### src/rtl/sobel_padder_ctrl.sv
// Sobel padder sequencer: drains the grayscale FIFO into the padder FIFO,
// framing every image with a one-pixel PAD_VALUE border in raster order.
module sobel_padder_ctrl #(
    parameter int                WIDTH     = 720,
    parameter int                HEIGHT    = 540,
    parameter int                DWIDTH    = 8,
    parameter logic [DWIDTH-1:0] PAD_VALUE = '0
) (
    input  logic              clock,
    input  logic              reset,
    input  logic              start,
    output logic              fifo_in_rd_en,
    input  logic [DWIDTH-1:0] fifo_in_dout,
    input  logic              fifo_in_empty,
    output logic              fifo_out_wr_en,
    output logic [DWIDTH-1:0] fifo_out_din,
    input  logic              fifo_out_full,
    output logic              busy,
    output logic              done
);

    localparam int RW = $clog2(HEIGHT + 2);
    localparam int CW = $clog2(WIDTH + 2);
    localparam logic [RW-1:0] ROW_LAST = RW'(HEIGHT + 1);
    localparam logic [CW-1:0] COL_LAST = CW'(WIDTH + 1);

    typedef enum logic [1:0] {
        IDLE,
        RUN,
        DONE
    } state_t;

    state_t        state;
    state_t        state_next;
    logic [RW-1:0] row;
    logic [RW-1:0] row_next;
    logic [CW-1:0] col;
    logic [CW-1:0] col_next;
    logic          border;

    assign border = (row == '0) || (row == ROW_LAST) ||
                    (col == '0) || (col == COL_LAST);

    always_ff @(posedge clock or negedge reset) begin
        if (!reset) begin
            state <= IDLE;
            row   <= '0;
            col   <= '0;
        end else begin
            state <= state_next;
            row   <= row_next;
            col   <= col_next;
        end
    end

    always_comb begin
        state_next     = state;
        row_next       = row;
        col_next       = col;
        busy           = 1'b0;
        done           = 1'b0;
        fifo_in_rd_en  = 1'b0;
        fifo_out_wr_en = 1'b0;
        fifo_out_din   = '0;
        unique case (state)
            IDLE: begin
                if (start) begin
                    state_next = RUN;
                    row_next   = '0;
                    col_next   = '0;
                end
            end
            RUN: begin
                busy = 1'b1;
                // Border pixels never wait on input; only a full output stalls them.
                fifo_out_wr_en = !fifo_out_full && (border || !fifo_in_empty);
                fifo_in_rd_en  = !fifo_out_full && !border && !fifo_in_empty;
                fifo_out_din   = border ? PAD_VALUE : fifo_in_dout;
                if (fifo_out_wr_en) begin
                    if (col == COL_LAST) begin
                        col_next = '0;
                        if (row == ROW_LAST) begin
                            row_next   = '0;
                            state_next = DONE;
                        end else begin
                            row_next = row + 1'b1;
                        end
                    end else begin
                        col_next = col + 1'b1;
                    end
                end
            end
            DONE: begin
                done       = 1'b1;
                state_next = IDLE;
            end
            default: begin
                state_next = IDLE;
            end
        endcase
    end

endmodule

### config.mk
export PLATFORM = sky130hd
export DESIGN_NAME = sobel_padder_ctrl
export DESIGN_NICKNAME = d
export VERILOG_FILES = /design/src/rtl/sobel_padder_ctrl.sv
export SDC_FILE = /design/constraint.sdc
export NUM_CORES = 1
export LEC_CHECK = 0
export CORE_AREA = 2 2 63 65
export DETAILED_ROUTE_END_ITERATION = 10
export DIE_AREA = 0 0 65 67
export GPL_TIMING_DRIVEN = 0
export HOLD_SLACK_MARGIN = 0.05
export PLACE_DENSITY_LB_ADDON = 0.2
export SLEW_MARGIN = 20
export SYNTH_ARGS = -nofsm -noshare
export SYNTH_HDL_FRONTEND = slang
export SYNTH_SLANG_ARGS = --single-unit
### constraint.sdc
create_clock -name clock -period 2.8 [get_ports clock]
set_clock_uncertainty 0.1 [all_clocks]
set_input_delay 0.42 -clock clock [delete_from_list [all_inputs] [get_ports clock]]
set_output_delay 0.42 -clock clock [all_outputs]
set_load 0.005 [all_outputs]
==> flow_metrics.tcl, run 1 <==
set metrics [dict create \
    status "finished clean" \
    yosys.area_share.adder_pct 5.33 \
    synth-compound-area-share_pct 22.0 \
    synth.yosys.warnings 0 \
    pre_cts_ws_ps -107 \
    final_min_period_over_clock_period_pct 92.7 \
    syn_avg_cell_area_sq_um 8.64 \
    synth_cells 163 \
    setup.worst_path.end_class "output pin" \
    initial_standard_cell_utilization_of_the_core_pct 39.0 \
    hold_path.class "flip-flop to flip-flop" \
    routed_via_density 5.47 \
    drc 0 \
    final.setup.worst_slack_ps 205 \
    ant_nets 0 \
    timing.rr.start "row[9]" \
    finalHoldViolations 0 \
    yosysTopAreaCell "dfrtp_1" \
    launch_point_of_the_worst_path "row[0]" \
    synth_top_cells_by_area "dfrtp_1, and3_1, ha_1" \
    final_cell_mix "dfrtp_1, nor2_1, nand2_1, o21ai_0, clkdlybuf4s50_1" \
    route.vias.total 1367 \
    die_y_microns 67 \
    synth_xor_area_share_pct 0 \
    rsz0062_at_grt "false" \
    max_slew_margin_pct 64.9 \
    timing.critical_path.cells "ha_2, a32oi_2, buf_4, nor3_2, a311oi_2, buf_4, nor2_1, dlygate4sd2_1" \
    drtPass1Iterations 4 \
    coreArea_sq_um 3610 \
    num_rows 22 \
    required_ps 2280 \
    i_o_pins 25 \
    maxCapViolations 0 \
    routed_wire_length_per_instance_microns 14.2 \
    achievable-frequency_mhz 385 \
    placed_cells_incl_taps 235 \
    chipWidth_microns 65 \
    finalWorstPathRequiredPeriod_ps 2600 \
    grt_antenna_before_repair 0 \
    synth_cell_type_count 36 \
    worst-path-buf-inv 3 \
    leading_cell_type_in_the_layout_fill_and_taps_excluded "dfrtp_1" \
    postRouteWirelength_microns 3560 \
    cp_data_arrival_time_ps 2080 \
    synthToLayoutAreaGrowth_pct 35.4 \
    p_leak_nw 0.881 \
    cts.root.buffer_cell "clkbuf_8" \
    clock_latency_ps 270 \
    crit_path_max_incr_delay_ps 450 \
    grt_max_degree 23 \
    netlist_area_sq_um 1410 \
    pwr_density_cell_nw_per_um2 811 \
    share_of_post_route_cells_with_drive_strength_above_1_pct 17.8 \
    gp_routability_congestion 0.827 \
    worstSetupPathType "flip-flop to output pin" \
    drt_iter0_markers 79 \
    dpl_cell_area_sq_um 1710 \
    timing_max_transition_violations_final 0 \
    port-buffer-count 24 \
    cts_max_level 1 \
    cts.clk_slew.worst_paths_ps 80 \
    totalPowerFinal_mw 1.54 \
    timing.critical_path.slowest_stage_cell "dfrtp_2" \
    nets 222 \
    filler_cell_count 356 \
    insertedDiodeCount 0 \
    worst_path_dominant_cell_family "buffers and inverters" \
    floorplan.die_area_sq_um 4360 \
    cts.path.max_buffers 2 \
    setup.worst_path.start_class "flip-flop" \
    cts_buffers 3 \
    cp_max_fo 5 \
    ir_worst_vdd_mv 0.433 \
    crit_path_frequent_cell "buf_4" \
    synth_seq_cells 22 \
    finalSetupViolations 0 \
    finish.instance_area_sq_um 1910 \
    synth_sequential_area_ratio_pct 39.1 \
    synthMuxAreaShare_pct 0.800 \
    synth_simple_gate_area_share_pct 29.0 \
    worstMarginPinSlew_ps 526 \
    grt_first_pass_wirelength_microns 5910 \
    synth_top_family_by_area "simple AND/OR/NAND/NOR gates" \
    synth.top_cell.area_share_pct 39.1 \
    postSynthNetCount 182 \
    cts_sinks 22 \
    hold_path.startpoint "row[0]" \
    tritoncts "built" \
    track_usage_pct 17.5 \
    dp_hpwl_microns 2550 \
    grt_overflow 0 \
    stdcell_count 250 \
    first_global_vias 1343 \
]
-- state kept, by name (all words and copies together) (netlist names) --
register,flops
col,10
state,2
row,10
-- area by class of cell --
type                       instances  area [sq um]  share of cell area [%]
buffer                             4          21.3                    1.12
timing repair buffer              35           339                    17.8
inverter                           9          33.8                    1.77
tap                               48          60.1                    3.15
sequential                        22           552                    29.0
clock buffer                       4          55.1                    2.89
multi-input combinational        128           845                    44.3
-- synth_stat cells --
| cell type | count |
|---|---|
| clkbuf_1 | 1 |
| ha_1 | 6 |
| a211o_1 | 2 |
| a31oi_1 | 2 |
| o21ai_0 | 13 |
| o41ai_1 | 2 |
| o22a_1 | 4 |
| or3_1 | 1 |
| and4_1 | 1 |
| nand2b_1 | 4 |
| a211oi_1 | 1 |
| nand3_1 | 10 |
| o31a_1 | 1 |
| a22o_1 | 1 |
| and3_1 | 12 |
| buf_2 | 3 |
| mux2_2 | 1 |
| or2_2 | 1 |
| nor2_1 | 15 |
| or4_4 | 1 |
| nor2b_1 | 2 |
| nand2_1 | 14 |
| nor3_2 | 1 |
| o31ai_2 | 4 |
| a311oi_1 | 1 |
| a21o_1 | 2 |
| a32oi_1 | 1 |
| o211ai_1 | 1 |
| and2_0 | 1 |
| inv_1 | 9 |
| o21ai_1 | 7 |
| a21oi_1 | 1 |
| o21a_1 | 1 |
| and2_1 | 9 |
| nor4_1 | 5 |
| dfrtp_1 | 22 |
-- cells by family (layout without fill, tap and decap cells) --
group	Yosys count	count (layout)
multiplexers	1	1
adder cells (fa/ha/maj)	6	6
flip-flops	22	22
AO/OA/AOI/OAI	44	44
AND/OR/NAND/NOR	77	77
buffers and inverters	13	52
-- metrics by stage --
step / TNS (ps) / util (%) / hold slack [ps]
after CTS: 0 / 50.7 / 430
final: 0 / 52.8 / 427
after global placement: -196 / 47.4 / 420
after global routing: 0 / 52.8 / 443
after detailed placement: -837 / 47.4 / 419
after floorplan: 0 / - / 24.4
-- what timing repair did --
item / 4_1_cts / 5_1_grt
endpoints found under the hold margin: 0 / 15
buffers inserted: 5 / 4
resized for setup: 7 / 15
hold buffers: 0 / 1
setup endpoints to repair: 10 / 9
pin swaps: 2 / 3
gates cloned: 0 / 1
-- report_power, final --
| group | total, mW | switching [mW] | leakage [nW] | internal [mW] |
|---|---|---|---|---|
| registers | 0.533 | 0.119 | 0.269 | 0.414 |
| logic | 0.779 | 0.372 | 0.583 | 0.406 |
| clock network | 0.233 | 0.107 | 0.0288 | 0.126 |
| total | 1.54 | 0.599 | 0.880 | 0.946 |
-- worst paths after layout --
path | cells past startpoint | endpoint | slack (ps)
max | 8 | fifo_out_wr_en | 200
min | 1 | row[0] | 430
max reg2reg | 9 | row[7] | 350
min reg2reg | 1 | row[0] | 430
max in group asynchronous | 2 | row[0] | 1670
min in group asynchronous | 2 | row[3] | 560
-- worst reg2reg max path: stages (launching register included) --
cell and delay (ps):
dfrtp_1 450, nor4_1 370, a32oi_2 110, buf_4 160
nor3_2 120, a311oi_2 70, buf_4 180, or3_1 350
buf_2 200, o31ai_2 240
-- routing by layer --
| layer | GRT usage (%) | up-vias | wire length (microns) |
|---|---|---|---|
| met5 | 0 | - | 0 |
| met4 | 7.45 | 0 | 49 |
| met3 | 2.53 | 5 | 84 |
| met2 | 33.5 | 21 | 1830 |
| met1 | 19.1 | 667 | 1600 |
| li1 | - | 674 | - |
No activity file was read; power rests on OpenSTA's default activity.
==> inputs of run 2 (changes only) <==
--- a/config.mk
+++ b/config.mk
@@ -11,6 +11,7 @@
 export GPL_TIMING_DRIVEN = 0
 export HOLD_SLACK_MARGIN = 0.05
 export PLACE_DENSITY_LB_ADDON = 0.2
+export REMOVE_ABC_BUFFERS = 1
 export SLEW_MARGIN = 20
 export SYNTH_ARGS = -nofsm -noshare
 export SYNTH_HDL_FRONTEND = slang
==> run 2 against run 1 <==
Against the previous run:
- combinational power shrank 4.7%
- first-iteration DRC count grew 10%
- largest cell class unchanged
- sequential power grew 1%
- clock power shrank 2%
- global-route usage shrank 0.058 points
- largest power group unchanged
- critical endpoint is now fifo_out_din[6]
- critical path type unchanged
==> flow_metrics.tcl, run 2 (same netlist as run 1, synthesis figures left out) <==
set metrics [dict create \
    route.vias.total 1324 \
    port-buffer-count 24 \
    cts.clk_slew.worst_paths_ps 80 \
    filler_cell_count 344 \
    setup.worst_path.end_class "output pin" \
    timing.critical_path.slowest_stage_cell "clkdlybuf4s50_1" \
    finalWorstPathRequiredPeriod_ps 2760 \
    cts_max_level 1 \
    crit_path_max_incr_delay_ps 490 \
    clock_share_of_power_pct 15.1 \
    share_of_post_route_cells_with_drive_strength_above_1_pct 15.5 \
    finish.instance_area_sq_um 1890 \
    achievable-frequency_mhz 363 \
    biggestRegsByFlops "col x10, row x10, state x2" \
    status "finished clean" \
    fin_util_pct 52.5 \
    hold_path.class "input pin to async pin" \
    netSwitchingFraction_pct 39.0 \
    grt_overflow 0 \
    grt_max_degree 23 \
    cts_buffers 3 \
    seq_power_share_pct 35.7 \
    cts_hold_buf 0 \
    comb_power_share_pct 49.1 \
    die_y_microns 67 \
    insertedDiodeCount 0 \
    setup.worst_path.start_class "flip-flop" \
    ant_nets 0 \
    coreArea_sq_um 3610 \
    dpl_cell_area_sq_um 1700 \
    worst-path-buf-inv 2 \
    initial_standard_cell_utilization_of_the_core_pct 39.0 \
    cell_internal_pwr_uw 921 \
    cts.path.max_buffers 2 \
    routed_wire_length_per_instance_microns 14.2 \
    grt_first_pass_wirelength_microns 5920 \
    timing_max_transition_violations_final 0 \
    final_cell_mix "dfrtp_1, nor2_1, clkdlybuf4s50_1" \
    floorplan.die_area_sq_um 4360 \
    drc 0 \
    finalSetupViolations 0 \
    maxCapViolations 0 \
    worstSetupPathType "flip-flop to output pin" \
    rsz0062_at_grt "true" \
    first_global_vias 1339 \
    seq_area_sq_um 552 \
    chipWidth_microns 65 \
    i_o_pins 25 \
    synthToLayoutAreaGrowth_pct 34.4 \
    postRouteWirelength_microns 3450 \
    drtPass1Iterations 4 \
    required_ps 2280 \
    dp_hpwl_microns 2470 \
    gp_routability_congestion 0.799 \
    worst_path_dominant_cell_family "buffers and inverters" \
    tritoncts "built" \
    cts_sinks 22 \
    routed_via_density 5.47 \
    switching_power_uw 588 \
    ir_worst_vdd_mv 0.340 \
    multiInputGateArea_sq_um 877 \
    track_usage_pct 17.5 \
    clock_latency_ps 260 \
    worstMarginPinSlew_ps 863 \
    cp_max_fo 9 \
    timing.critical_path.cells "ha_2, a32oi_4, nor2_1, a211oi_2, buf_4, and2_1, clkdlybuf4s50_1" \
    final_min_period_over_clock_period_pct 98.5 \
    cts.root.buffer_cell "clkbuf_8" \
    num_rows 22 \
    finalHoldViolations 0 \
    pwr_density_cell_nw_per_um2 798 \
    drt_iter0_markers 87 \
    nets 214 \
    cp_data_arrival_time_ps 2240 \
    leading_cell_type_in_the_layout_fill_and_taps_excluded "dfrtp_1" \
    p_leak_nw 0.858 \
    max_slew_margin_pct 42.1 \
    grt_antenna_before_repair 0 \
]
-- run 2: cell types whose count changed in the layout (fill, tap and decap cells not counted), sizes merged --
cell	before	now
dlygate4sd3	1	0
clkdlybuf4s50	13	14
clkbuf	5	4
dlygate4sd2	1	0
buf	14	8
-- run 2: metal layers --
layer	global-route usage [%]	vias to the layer above	share of wire, %
li1	-	647	-
met2	32.6	15	54
met3	2.20	2	1.9
met5	0	-	0
met1	20.8	660	43
met4	5.05	0	0.49
-- run 2: cell type report --
| class | instances | share of cell area (%) |
|---|---|---|
| clock buffer | 4 | 2.91 |
| multi-input combinational | 128 | 46.4 |
| timing repair buffer | 31 | 16.6 |
| sequential | 22 | 29.2 |
| inverter | 9 | 1.79 |
| tap | 48 | 3.17 |
-- run 2: timing repair --
action,4_1_cts,5_1_grt
pin swaps,4,0
buffers inserted,6,0
setup endpoints to repair,10,10
gates resized for setup,10,12
-- run 2: path summary, 6_finish.rpt --
path	start	end	slack, ps	depth (start not counted)
min in group clock	col[9]	col[9]	440	1
worst min register to register	col[9]	col[9]	440	1
worst max-delay path	row[0]	fifo_out_din[6]	40	7
worst max register to register	row[9]	row[9]	180	8
worst min-delay path	reset	row[4]	20	1
max in group asynchronous	reset	row[0]	2210	1
-- run 2: through the flow --
stage          std cells  power (mW)  setup TNS, ps  hold WS (ps)  setup slack (ps)
4_1_cts              242        1.52          -30.5           438             -9.21
3_3_place_gp         231        1.17          -7220           412              -644
6_report             242        1.51              0          20.5              42.9
3_5_place_dp         232        1.20          -1070           424              -122
5_1_grt              242        1.63          -39.3          61.0             -39.3
2_1_floorplan        159       0.925              0          24.4               260
-- run 2: power groups by stage --
stage / clock network, mW / logic [mW] / registers [mW]
final: 0.228 / 0.742 / 0.539
after global routing: 0.245 / 0.832 / 0.555
after detailed placement: 0 / 0.661 / 0.542
after global placement: 0 / 0.632 / 0.536
after CTS: 0.238 / 0.748 / 0.532
after floorplan: 0 / 0.416 / 0.509
==> inputs of run 3 (changes only) <==
--- a/config.mk
+++ b/config.mk
@@ -5,6 +5,7 @@
 export SDC_FILE = /design/constraint.sdc
 export NUM_CORES = 1
 export LEC_CHECK = 0
+export ABC_CLOCK_PERIOD_IN_PS = 2800
 export CORE_AREA = 2 2 63 65
 export DETAILED_ROUTE_END_ITERATION = 10
 export DIE_AREA = 0 0 65 67
==> results of run 3 <==
No change in the layout: final DEF, timing and power equal those of run 2.
